`src/rtl/tilt_lane_controller.sv`:
```
// Tilt-to-lane controller: debounces signed X-tilt samples into
// single left/right lane moves, with release hysteresis and edge bumps.
module tilt_lane_controller #(
    parameter int TILT_THRESH = 6,
    parameter int HYST        = 2,
    parameter int DEBOUNCE    = 4,
    parameter int NUM_LANES   = 3,
    parameter int START_LANE  = 1
) (
    input  logic       clk,
    input  logic       rst_n,
    input  logic [4:0] acl_data,
    input  logic       acl_valid,
    output logic [1:0] lane,
    output logic       move_left,
    output logic       move_right,
    output logic       bump,
    output logic [2:0] tilt_state
);

    typedef enum logic [2:0] {
        CENTER = 3'd0,
        PEND_L = 3'd1,
        PEND_R = 3'd2,
        HELD_L = 3'd3,
        HELD_R = 3'd4
    } state_t;

    localparam logic signed [5:0] TH  = 6'(TILT_THRESH);
    localparam logic signed [5:0] REL = 6'(TILT_THRESH - HYST);
    localparam logic [1:0] LANE_MAX   = 2'(NUM_LANES - 1);
    localparam logic [1:0] LANE_START = 2'(START_LANE);
    localparam logic [4:0] DEB        = 5'(DEBOUNCE);
    localparam bit         DEB1       = (DEBOUNCE == 1);

    state_t      state_q, state_d;
    logic [3:0]  cnt_q, cnt_d;
    logic [1:0]  lane_q, lane_d;
    logic        ml_q, ml_d;
    logic        mr_q, mr_d;
    logic        bump_q, bump_d;

    logic signed [5:0] xs;
    logic        is_l, is_r, rel_l, rel_r;
    logic        deb_hit;
    logic [3:0]  cnt_inc;
    logic        fire_l, fire_r;

    assign xs      = {acl_data[4], acl_data};
    assign is_l    = (xs <= -TH);
    assign is_r    = (xs >= TH);
    assign rel_l   = (xs > -REL);
    assign rel_r   = (xs < REL);
    assign deb_hit = (({1'b0, cnt_q} + 5'd1) >= DEB);
    assign cnt_inc = (cnt_q == 4'hF) ? cnt_q : cnt_q + 4'd1;

    // State, debounce count, lane and registered pulses
    always_ff @(posedge clk or negedge rst_n) begin
        if (!rst_n) begin
            state_q <= CENTER;
            cnt_q   <= 4'd0;
            lane_q  <= LANE_START;
            ml_q    <= 1'b0;
            mr_q    <= 1'b0;
            bump_q  <= 1'b0;
        end else begin
            state_q <= state_d;
            cnt_q   <= cnt_d;
            lane_q  <= lane_d;
            ml_q    <= ml_d;
            mr_q    <= mr_d;
            bump_q  <= bump_d;
        end
    end

    // Next-state: classify valid samples, debounce, then fire moves
    always_comb begin
        state_d = state_q;
        cnt_d   = cnt_q;
        lane_d  = lane_q;
        ml_d    = 1'b0;
        mr_d    = 1'b0;
        bump_d  = 1'b0;
        fire_l  = 1'b0;
        fire_r  = 1'b0;
        if (acl_valid) begin
            unique case (state_q)
                CENTER, HELD_L, HELD_R: begin
                    if (is_l && state_q != HELD_L) begin
                        if (DEB1) begin
                            fire_l = 1'b1;
                        end else begin
                            state_d = PEND_L;
                            cnt_d   = 4'd1;
                        end
                    end else if (is_r && state_q != HELD_R) begin
                        if (DEB1) begin
                            fire_r = 1'b1;
                        end else begin
                            state_d = PEND_R;
                            cnt_d   = 4'd1;
                        end
                    end else if (state_q == HELD_L && rel_l) begin
                        state_d = CENTER;
                        cnt_d   = 4'd0;
                    end else if (state_q == HELD_R && rel_r) begin
                        state_d = CENTER;
                        cnt_d   = 4'd0;
                    end
                end
                PEND_L: begin
                    if (is_l) begin
                        if (deb_hit) fire_l = 1'b1;
                        else         cnt_d  = cnt_inc;
                    end else if (is_r) begin
                        state_d = PEND_R;
                        cnt_d   = 4'd1;
                    end else begin
                        state_d = CENTER;
                        cnt_d   = 4'd0;
                    end
                end
                PEND_R: begin
                    if (is_r) begin
                        if (deb_hit) fire_r = 1'b1;
                        else         cnt_d  = cnt_inc;
                    end else if (is_l) begin
                        state_d = PEND_L;
                        cnt_d   = 4'd1;
                    end else begin
                        state_d = CENTER;
                        cnt_d   = 4'd0;
                    end
                end
                default: begin
                    state_d = CENTER;
                    cnt_d   = 4'd0;
                end
            endcase
        end
        if (fire_l) begin
            state_d = HELD_L;
            cnt_d   = 4'd0;
            if (lane_q != 2'd0) begin
                lane_d = lane_q - 2'd1;
                ml_d   = 1'b1;
            end else begin
                bump_d = 1'b1;
            end
        end
        if (fire_r) begin
            state_d = HELD_R;
            cnt_d   = 4'd0;
            if (lane_q < LANE_MAX) begin
                lane_d = lane_q + 2'd1;
                mr_d   = 1'b1;
            end else begin
                bump_d = 1'b1;
            end
        end
    end

    assign lane       = lane_q;
    assign move_left  = ml_q;
    assign move_right = mr_q;
    assign bump       = bump_q;
    assign tilt_state = state_q;

endmodule

```
`config.mk`:
```
export PLATFORM = sky130hd
export DESIGN_NAME = tilt_lane_controller
export DESIGN_NICKNAME = d
export VERILOG_FILES = /design/src/rtl/tilt_lane_controller.sv
export SDC_FILE = /design/constraint.sdc
export NUM_CORES = 1
export LEC_CHECK = 0
export BUFFER_PORTS_ARGS = -buffer_cell sky130_fd_sc_hd__buf_2
export CAP_MARGIN = 20
export CORE_MARGIN = 2
export CORE_UTILIZATION = 55
export DETAILED_ROUTE_END_ITERATION = 12
export MAX_ROUTING_LAYER = met4
export PLACE_DENSITY = 0.87
export SETUP_SLACK_MARGIN = 0.5
export SYNTH_ARGS = -nofsm -noshare
export SYNTH_HDL_FRONTEND = slang
export SYNTH_SLANG_ARGS = --single-unit
```
`constraint.sdc`:
```
create_clock -name clk -period 4.85 [get_ports clk]
set_clock_uncertainty 0.2 [all_clocks]
set_input_delay 0.7275 -clock clk [delete_from_list [all_inputs] [get_ports clk]]
set_output_delay 0.7275 -clock clk [all_outputs]
set_load 0.05 [all_outputs]
```
# --- Word level (Yosys, flattened, before mapping) ---
# Index checks and enable logic that the tools add are counted.
word_totals:
  output_inout_bits: 8
  wordCells: 81
  in_bits: 8
  register_bits: 12
op_classes:
  n_mux: 45
  n_eq_ne: 10
  n_reduce_logical: 10
  order_cmp: 6
  add_sub_neg: 4
op_table:
  columns: ["cell", "n"]
  rows:
  - ["2-to-1 mux 4 bit", 11]
  - ["2-to-1 mux 3 bit", 9]
  - ["2-to-1 mux 1 bit", 18]
  - ["case mux 4 bit (3 select lines)", 1]
  - ["2-to-1 mux 2 bit", 5]
  - ["case mux 3 bit (3 select lines)", 1]
  - ["inequality test 4 bit (second input constant)", 2]
  - ["inequality test 7 bit (second input constant)", 1]
  - ["equality test 3 x 2 -> 1 bit (second input constant)", 2]
  - ["adder 4 x 1 -> 5 bit (second input constant)", 1]
  - [">= comparator 5 x 3 -> 1 bit (second input constant)", 1]
  - [">= comparator 5 x 4 -> 1 bit (second input constant)", 1]
  - ["greater-than comparator 5 x 3 -> 1 bit (second input constant)", 1]
  - ["<= comparator 5 x 4 -> 1 bit (second input constant)", 1]
  - ["< comparator 5 x 4 -> 1 bit (second input constant)", 1]
  - ["adder 4 x 1 -> 4 bit (second input constant)", 1]
  - ["equality test 4 bit (second input constant)", 1]
  - ["logical AND 1 bit", 4]
  - ["AND reduction 4 bit", 1]
  - ["equality test 3 x 1 -> 1 bit (second input constant)", 1]
  - ["equality test 3 bit (second input constant)", 1]
  - ["logical NOT 3 bit", 1]
  - ["inequality test 3 x 2 -> 1 bit (second input constant)", 1]
  - ["inequality test 3 bit (second input constant)", 1]
  - ["7 further kinds", 7]

# --- Longest topological paths before layout ---
# Gate-level depths: netlist (run 1).
depth:
  depth_word: 10
  ltp_mapped: 6

# --- Least setup slack after synthesis (run 1) ---
# Ideal clock, no wire load.
synth_timing:
  path_type: "in2reg"
  start: "in acl_data[1]"
  end: "reg state_q[1] (netlist: tilt_state[1])"
  arrival_ns: 1.851
  path_slack_ns: 2.674
  t_required_ns: 4.525
  path_stages: 5
  setup_time_ns: 0.125
  n_path_buf: 0
  cell_sequence: "a21o_1 -> a211oi_4 -> nor2_1 -> o31ai_2 -> mux2_4"
synth_between:
  elab_chain_len: 9
  word_cells_on_any_way: 28
synth_lines:
  columns: ["item", "line", "text"]
  rows:
  - ["start, declared", "12", "input logic [4:0] acl_data,"]
  - ["greater-than comparator 5 x 3 -> 1 bit", "52", "assign rel_l = (xs > -REL);"]
  - ["logical AND 1 bit", "103", "end else if (state_q == HELD_L && rel_l) begin"]
  - ["2-to-1 mux 3 bit", "103", null]
  - ["2-to-1 mux 3 bit", "96", "end else if (is_r && state_q != HELD_R) begin"]
  - ["2-to-1 mux 3 bit", "89", "if (is_l && state_q != HELD_L) begin"]
  - ["case mux 3 bit (3 select lines)", "87", "unique case (state_q)"]
  - ["2-to-1 mux 3 bit", "86", "if (acl_valid) begin"]
  - ["2-to-1 mux 3 bit", "141", "if (fire_l) begin"]
  - ["2-to-1 mux 3 bit", "151", "if (fire_r) begin"]
  - ["end signal, assigned", "67", "state_q <= state_d;"]
  - ["end, declared", "36", "state_t state_q, state_d;"]
# Several ways; a longest one is shown, not always the timed one. The select of a mux whose other input is x is not followed.
# A chain may end at the register's enable or synchronous reset.

# --- Worst setup path after layout (run 1) ---
layout_timing:
  start: "reg cnt_q[0]"
  end: "reg lane_q[1] (netlist: lane[1])"
layout_between:
  elab_chain_len: 9
  word_cells_on_any_way: 12
layout_lines:
  columns: ["item", "line", "text"]
  rows:
  - ["start, declared", "37", "logic [3:0] cnt_q, cnt_d;"]
  - ["start signal, assigned", "68", "cnt_q <= cnt_d;"]
  - ["adder 4 x 1 -> 5 bit (*)", "54", "assign deb_hit = (({1'b0, cnt_q} + 5'd1) >= DEB);"]
  - [">= comparator 5 x 3 -> 1 bit (*)", "54", null]
  - ["2-to-1 mux 1 bit (*)", "113, 125", null]
  - ["2-to-1 mux 1 bit", "112", "if (is_l) begin"]
  - ["2-to-1 mux 1 bit", "87", null]
  - ["2-to-1 mux 1 bit", "86", null]
  - ["2-to-1 mux 2 bit", "141", null]
  - ["2-to-1 mux 2 bit", "154", "if (lane_q < LANE_MAX) begin"]
  - ["2-to-1 mux 2 bit (*)", "151", null]
  - ["via lane_d[1]", "38", "logic [1:0] lane_q, lane_d;"]
  - ["end signal, assigned", "69", "lane_q <= lane_d;"]
  - ["end, declared", "38", null]
# The timed path passes the listed nets; every way through them passes the cells marked *.

==> results.json, run 1 <==
{
  "cts_setup_buffers": 0,
  "clock-sinks": 12,
  "path_class": "reg2reg",
  "synth_nets": 100,
  "fmax_mhz": 443,
  "clk_path_buf_depth": 2,
  "synth_cells": 90,
  "first_global_vias": 687,
  "insertion_delay_ns": 0.28,
  "reg2reg_from": "cnt_q[0]",
  "rows": 14,
  "core_area_um2": 1470,
  "r2r_slack_ns": 2.59,
  "die_height_um": 43.2,
  "gp_congestion": 0.872,
  "max-cap-violations": 0,
  "pwr-share-seq_pct": 35.7,
  "p_clk_share_pct": 19.6,
  "critical_path.endpoint": "lane[1]",
  "cp_max_fo": 7,
  "cts_hold_buf": 0,
  "cts-resized-gates": 0,
  "vias_per_cell": 6.34,
  "grt_pass1_wl_um": 2960,
  "num_vias": 773,
  "slowest_stage": "dfrtp_1",
  "ys_top_cells_by_count": "nor2_1 (12), dfrtp_1 (11), inv_1 (7), nand2_1 (6)",
  "setup_tns_ns": 0,
  "slew_violations": 0,
  "combPwrFrac_pct": 44.7,
  "cts_tree": "yes",
  "period_needed_ns": 2.26,
  "synthFlopType": "dfrtp_1",
  "power.internal_mw": 0.234,
  "wirelength_um": 1800,
  "synth_area_leaders": "dfrtp_1 (32%), nor2_1 (5.3%), o21a_1 (3.5%), dfstp_2 (3.1%), inv_1 (3.1%)",
  "rsz0062_at_grt": "no",
  "ir_worst_vdd_mv": 0.213,
  "ys_async_sr_fraction_pct": 100,
  "avgSynthCellArea_um2": 9.41,
  "ioPinCount": 16,
  "hpwl_um": 1300,
  "drc_errors": 0,
  "dr.pass1.iters": 4,
  "endpoint_kind": "flop",
  "htree_levels": 1,
  "grt_overflow": 0,
  "final_layout_size_suffix_gt1_share_pct": 27.4,
  "placed_cells": 118,
  "cp_top_family": "compound AO/OA/AOI/OAI gates",
  "worst-path-stages": 6,
  "ant_nets": 0,
  "final_cell_count_no_fill": 122,
  "synth-seq-area-share_pct": 35.6,
  "path_cells": "ha_1 > and2_1 > a21oi_1 > o2111ai_1 > or2_0 > a22o_1",
  "fin_crit_sh_pct": 46.6,
  "cts_buffers": 3,
  "drtIter0Drc": 47,
  "tightest_slew_ns": 0.531,
  "die_x_um": 43.2,
  "cts_root_buf": "clkbuf_4",
  "path_clk_slew_ns": 0.09,
  "fin_nets": 117,
  "r2r_end": "lane[1]",
  "wl_per_cell_um": 14.7,
  "ff2ff_path_depth": 6,
  "port_buffers": 15,
  "yosys_warnings": 0,
  "yosysTopAreaCellShare_pct": 32.5,
  "worstPathArrival_ns": 2.23,
  "slew_headroom_pct": 64.6,
  "grt_max_degree": 13,
  "p_leak_nw": 0.443,
  "critPathLaunch": "cnt_q[0]",
  "power.total_mw": 0.419,
  "start_util_pct": 57.6,
  "synth_area_um2": 847,
  "power.switching_mw": 0.185,
  "cp-start-kind": "flop",
  "setup_viol": 0,
  "power_density_nw_per_um2": 441,
  "required_ns": 4.82,
  "grt_use_total_pct": 21.7,
  "slowest_delay_ns": 0.43,
  "synth_most_common_cell": "nor2_1",
  "synth_cell_types": 40,
  "n_antenna_cell": 0,
  "final_hold_viol_count": 0,
  "hp-class": "in2async",
  "cp_num_buf_inv": 0,
  "switching_share_pct": 44.2,
  "status": "finished clean",
  "die_area_um2": 1870,
  "antenna_found_initial": 0,
  "area_delta_synth_final_pct": 12.3,
  "synth_edf_count": 0,
  "ys_seq_elements": 12,
  "synth.largest_area_cell": "dfrtp_1"
}
==> cell families after synthesis <==
logic type	count (synthesis)	share of synthesized area (%)
adders and majority gates	2	2.95
AOI/OAI and AO/OA	36	35.0
buffers and inverters	10	6.35
and+or+nand+nor	26	14.9
DFF	12	35.6
xor gates and xnor gates	1	1.03
muxes	3	4.14
==> worst min path at each step <==
stage / cells after the start / slack [ns] / endpoint / startpoint
6_report: 1 / 0.11 / cnt_q[0] / rst_n
5_1_grt: 1 / 0.13 / cnt_q[0] / rst_n
4_1_cts: 1 / 0.12 / cnt_q[1] / rst_n
3_5_place_dp: 2 / 0.30 / cnt_q[2] / cnt_q[2]
3_3_place_gp: 2 / 0.30 / cnt_q[2] / cnt_q[2]
2_1_floorplan: 0 / 0.23 / bump / rst_n
==> per-stage QoR <==
stage	setup WS, ns	util (%)	hold slack [ns]	cell area (um2)
2_1_floorplan	2.67	-	0.232	847
3_3_place_gp	2.49	62.2	0.296	915
3_5_place_dp	2.44	62.2	0.303	915
4_1_cts	2.62	64.6	0.124	951
5_1_grt	2.42	64.6	0.133	951
6_report	2.59	64.6	0.113	951
==> cells in the final DEF, fill, tap and decap left out, types with 2 or more instances in the layout <==
| cell | Yosys | routed |
|---|---|---|
| nor2_1 | 12 | 12 |
| clkbuf_4 | 0 | 3 |
| dfrtp_1 | 11 | 11 |
| nand2_1 | 6 | 6 |
| o211ai_1 | 3 | 3 |
| buf_2 | 0 | 15 |
| mux2i_1 | 2 | 2 |
| o21ai_0 | 4 | 4 |
| a21oi_1 | 4 | 4 |
| o21a_1 | 4 | 4 |
| o22ai_1 | 2 | 2 |
| inv_1 | 7 | 7 |
| ha_1 | 2 | 2 |
| o2111ai_1 | 3 | 3 |
| a31oi_1 | 2 | 2 |
==> layout make-up <==
class | count | area (um2)
inverter | 7 | 26.3
tap | 16 | 20.0
fill | 132 | 520
clock buffer | 4 | 36.3
timing repair buffer | 15 | 75.1
sequential | 12 | 302
multi-input combinational | 68 | 492
==> power by group through the flow <==
stage | combinational [mW] | sequential [mW] | clock (mW)
after CTS | 0.187 | 0.150 | 0.0819
after detailed placement | 0.185 | 0.151 | 0
after global routing | 0.202 | 0.154 | 0.0859
final | 0.187 | 0.150 | 0.0824
after global placement | 0.179 | 0.151 | 0
after floorplan | 0.113 | 0.181 | 0
==> metal layers <==
metal	up-vias	wire, um	GRT usage [%]
li1	368	-	-
met1	359	782	27.7
met2	44	872	33.7
met3	2	128	3.83
met4	0	12	9.09
met5	-	0	-
==> flip-flops by register name, summed over array words and instances, names as in the netlist <==
signal      count
tilt_state      3
cnt_q           4
move_left       1
move_right      1
lane            2
bump            1
No activity file was read; power rests on OpenSTA's default activity.
==> run 2: changes to the inputs <==
- CORE_UTILIZATION: 55 -> 53
- PLACE_DENSITY: 0.87 -> 0.85
- clock period: 4.85 -> 2.1 ns (I/O delays scaled with it)
==> run 2 against run 1 <==
Worst setup slack lost 2.4 ns; sequential cell count is the same; hold slack gained 0.13 ns; cell count grew 12%; via count grew 13%; cell area grew 22%; routed wire length grew 21%; sequential share of layout area shrank 5.4 points; die area grew 3.4%; first-iteration DRC count shrank 34%; clock power grew 75%; largest cell class unchanged; highest routed layer unchanged.
==> results.json, run 2 (synthesis gave the netlist of run 1 again) <==
{
  "die_height_um": 44.0,
  "slowest_stage": "dfrtp_2",
  "antenna_found_initial": 0,
  "power_density_nw_per_um2": 959,
  "port_buffers": 15,
  "vias_per_cell": 6.40,
  "core_area_um2": 1510,
  "final_area_um2": 1160,
  "path_cells": "nand2b_2 > nor3_2 > nor2_1 > o31ai_4 > mux2_4",
  "power.internal_mw": 0.622,
  "regArea_um2": 305,
  "power.total_mw": 1.11,
  "layout_common_cells": "buf_2 (14), buf_4 (11), nor2_1 (8), dfrtp_1 (8), inv_1 (7)",
  "area_delta_synth_final_pct": 36.9,
  "combPwrFrac_pct": 55.9,
  "grt_overflow": 0,
  "n_antenna_cell": 0,
  "ir_worst_vdd_mv": 0.592,
  "start_util_pct": 56.2,
  "placed_cell_area_um2": 961,
  "p_leak_nw": 0.519,
  "drc_errors": 0,
  "cts_root_buf": "clkbuf_4",
  "cp-start-kind": "flop",
  "finalCoreUtilization_pct": 77.0,
  "worstPathArrival_ns": 1.88,
  "multi_input_area_um2": 574,
  "power.switching_mw": 0.491,
  "cts_tree": "yes",
  "hpwl_um": 1320,
  "fin_nets": 132,
  "first_global_vias": 753,
  "grt_pass1_wl_um": 3300,
  "drtIter0Drc": 31,
  "die_area_um2": 1930,
  "endpoint_kind": "flop",
  "wl_per_cell_um": 15.8,
  "grt_use_total_pct": 23.8,
  "largest_register_ffs": 4,
  "grt_max_degree": 13,
  "required_ns": 2.05,
  "rsz0062_at_grt": "yes",
  "pwr-share-seq_pct": 31.1,
  "largest-register": "cnt_q",
  "switching_share_pct": 44.1,
  "dr.pass1.iters": 4,
  "fin_crit_sh_pct": 92.0,
  "ioPinCount": 16,
  "cp_max_fo": 8,
  "slew_headroom_pct": 73.6,
  "setup_viol": 0,
  "clk_path_buf_depth": 2,
  "clock-sinks": 12,
  "htree_levels": 1,
  "final_hold_viol_count": 0,
  "gp_congestion": 0.849,
  "num_vias": 877,
  "hp-class": "in2async",
  "max-cap-violations": 0,
  "ant_nets": 0,
  "tightest_slew_ns": 0.395,
  "nFillCells": 87,
  "wirelength_um": 2170,
  "fmax_mhz": 518,
  "finalHoldWorstSlack_ns": 0.241,
  "p_clk_share_pct": 12.9,
  "insertion_delay_ns": 0.27,
  "die_x_um": 44.0,
  "cts_buffers": 3,
  "final_common_cell": "buf_2",
  "path_clk_slew_ns": 0.07,
  "rows": 14,
  "path_class": "reg2reg",
  "setup_tns_ns": 0,
  "slowest_delay_ns": 0.46,
  "final_layout_size_suffix_gt1_share_pct": 47.9,
  "period_needed_ns": 1.93,
  "slew_violations": 0,
  "status": "finished clean"
}
## run 2: worst max-delay path: cells and delay by family (launching register included)
family           cells  cell delay, ns
multiplexers         1            0.32
AO/OA/AOI/OAI        1            0.22
flip-flops           1            0.46
AND/OR/NAND/NOR      3            0.62
## run 2: what timing repair did
action	in CTS	in global routing
endpoints found under the setup margin	12	13
pin swaps	3	4
hold buffers	1	0
gates cloned	0	0
buffers inserted	4	6
gates resized for setup	11	12
endpoints found under the hold margin	12	0
## run 2: final timing paths
path,startpoint,cells after the start,to,slack (ns)
setup / recovery,tilt_state[0],5,tilt_state[1],0.17
hold / removal,rst_n,2,lane[1],0.24
setup reg to reg,tilt_state[0],5,tilt_state[1],0.17
hold reg to reg,lane[1],1,move_right,0.36
max in group asynchronous,rst_n,2,lane[0],1.20
min in group clk,acl_valid,4,bump,0.35
## run 2: cell type report
type	count	area share [%]
multi-input cells	68	49.5
well taps	16	1.73
repair buffers	30	17.9
flip-flops and latches	12	26.3
inverters	7	2.27
clock buffers	4	2.27
## run 2: through the flow
stage          instances  setup slack, ns
2_1_floorplan         90            0.164
3_3_place_gp         122            0.134
3_5_place_dp         122           0.0583
4_1_cts              131            0.201
5_1_grt              137            0.117
6_report             137            0.168
## run 2: metal layers
| layer | share of wire, % | GRT usage [%] | wire [um] |
|---|---|---|---|
| met3 | 6.4 | 5.83 | 139 |
| met2 | 49 | 41.2 | 1070 |
| met4 | 3.0 | 7.27 | 65 |
| met5 | 0 | - | 0 |
| met1 | 41 | 26.8 | 891 |
## run 2: power by group through the flow
stage               logic, mW  clock network, mW  registers (mW)
finish                  0.622              0.144           0.346
floorplan               0.274                  0           0.422
global placement        0.430                  0           0.348
CTS                     0.520              0.149           0.344
global route            0.662              0.160           0.352
detailed placement      0.442                  0           0.351
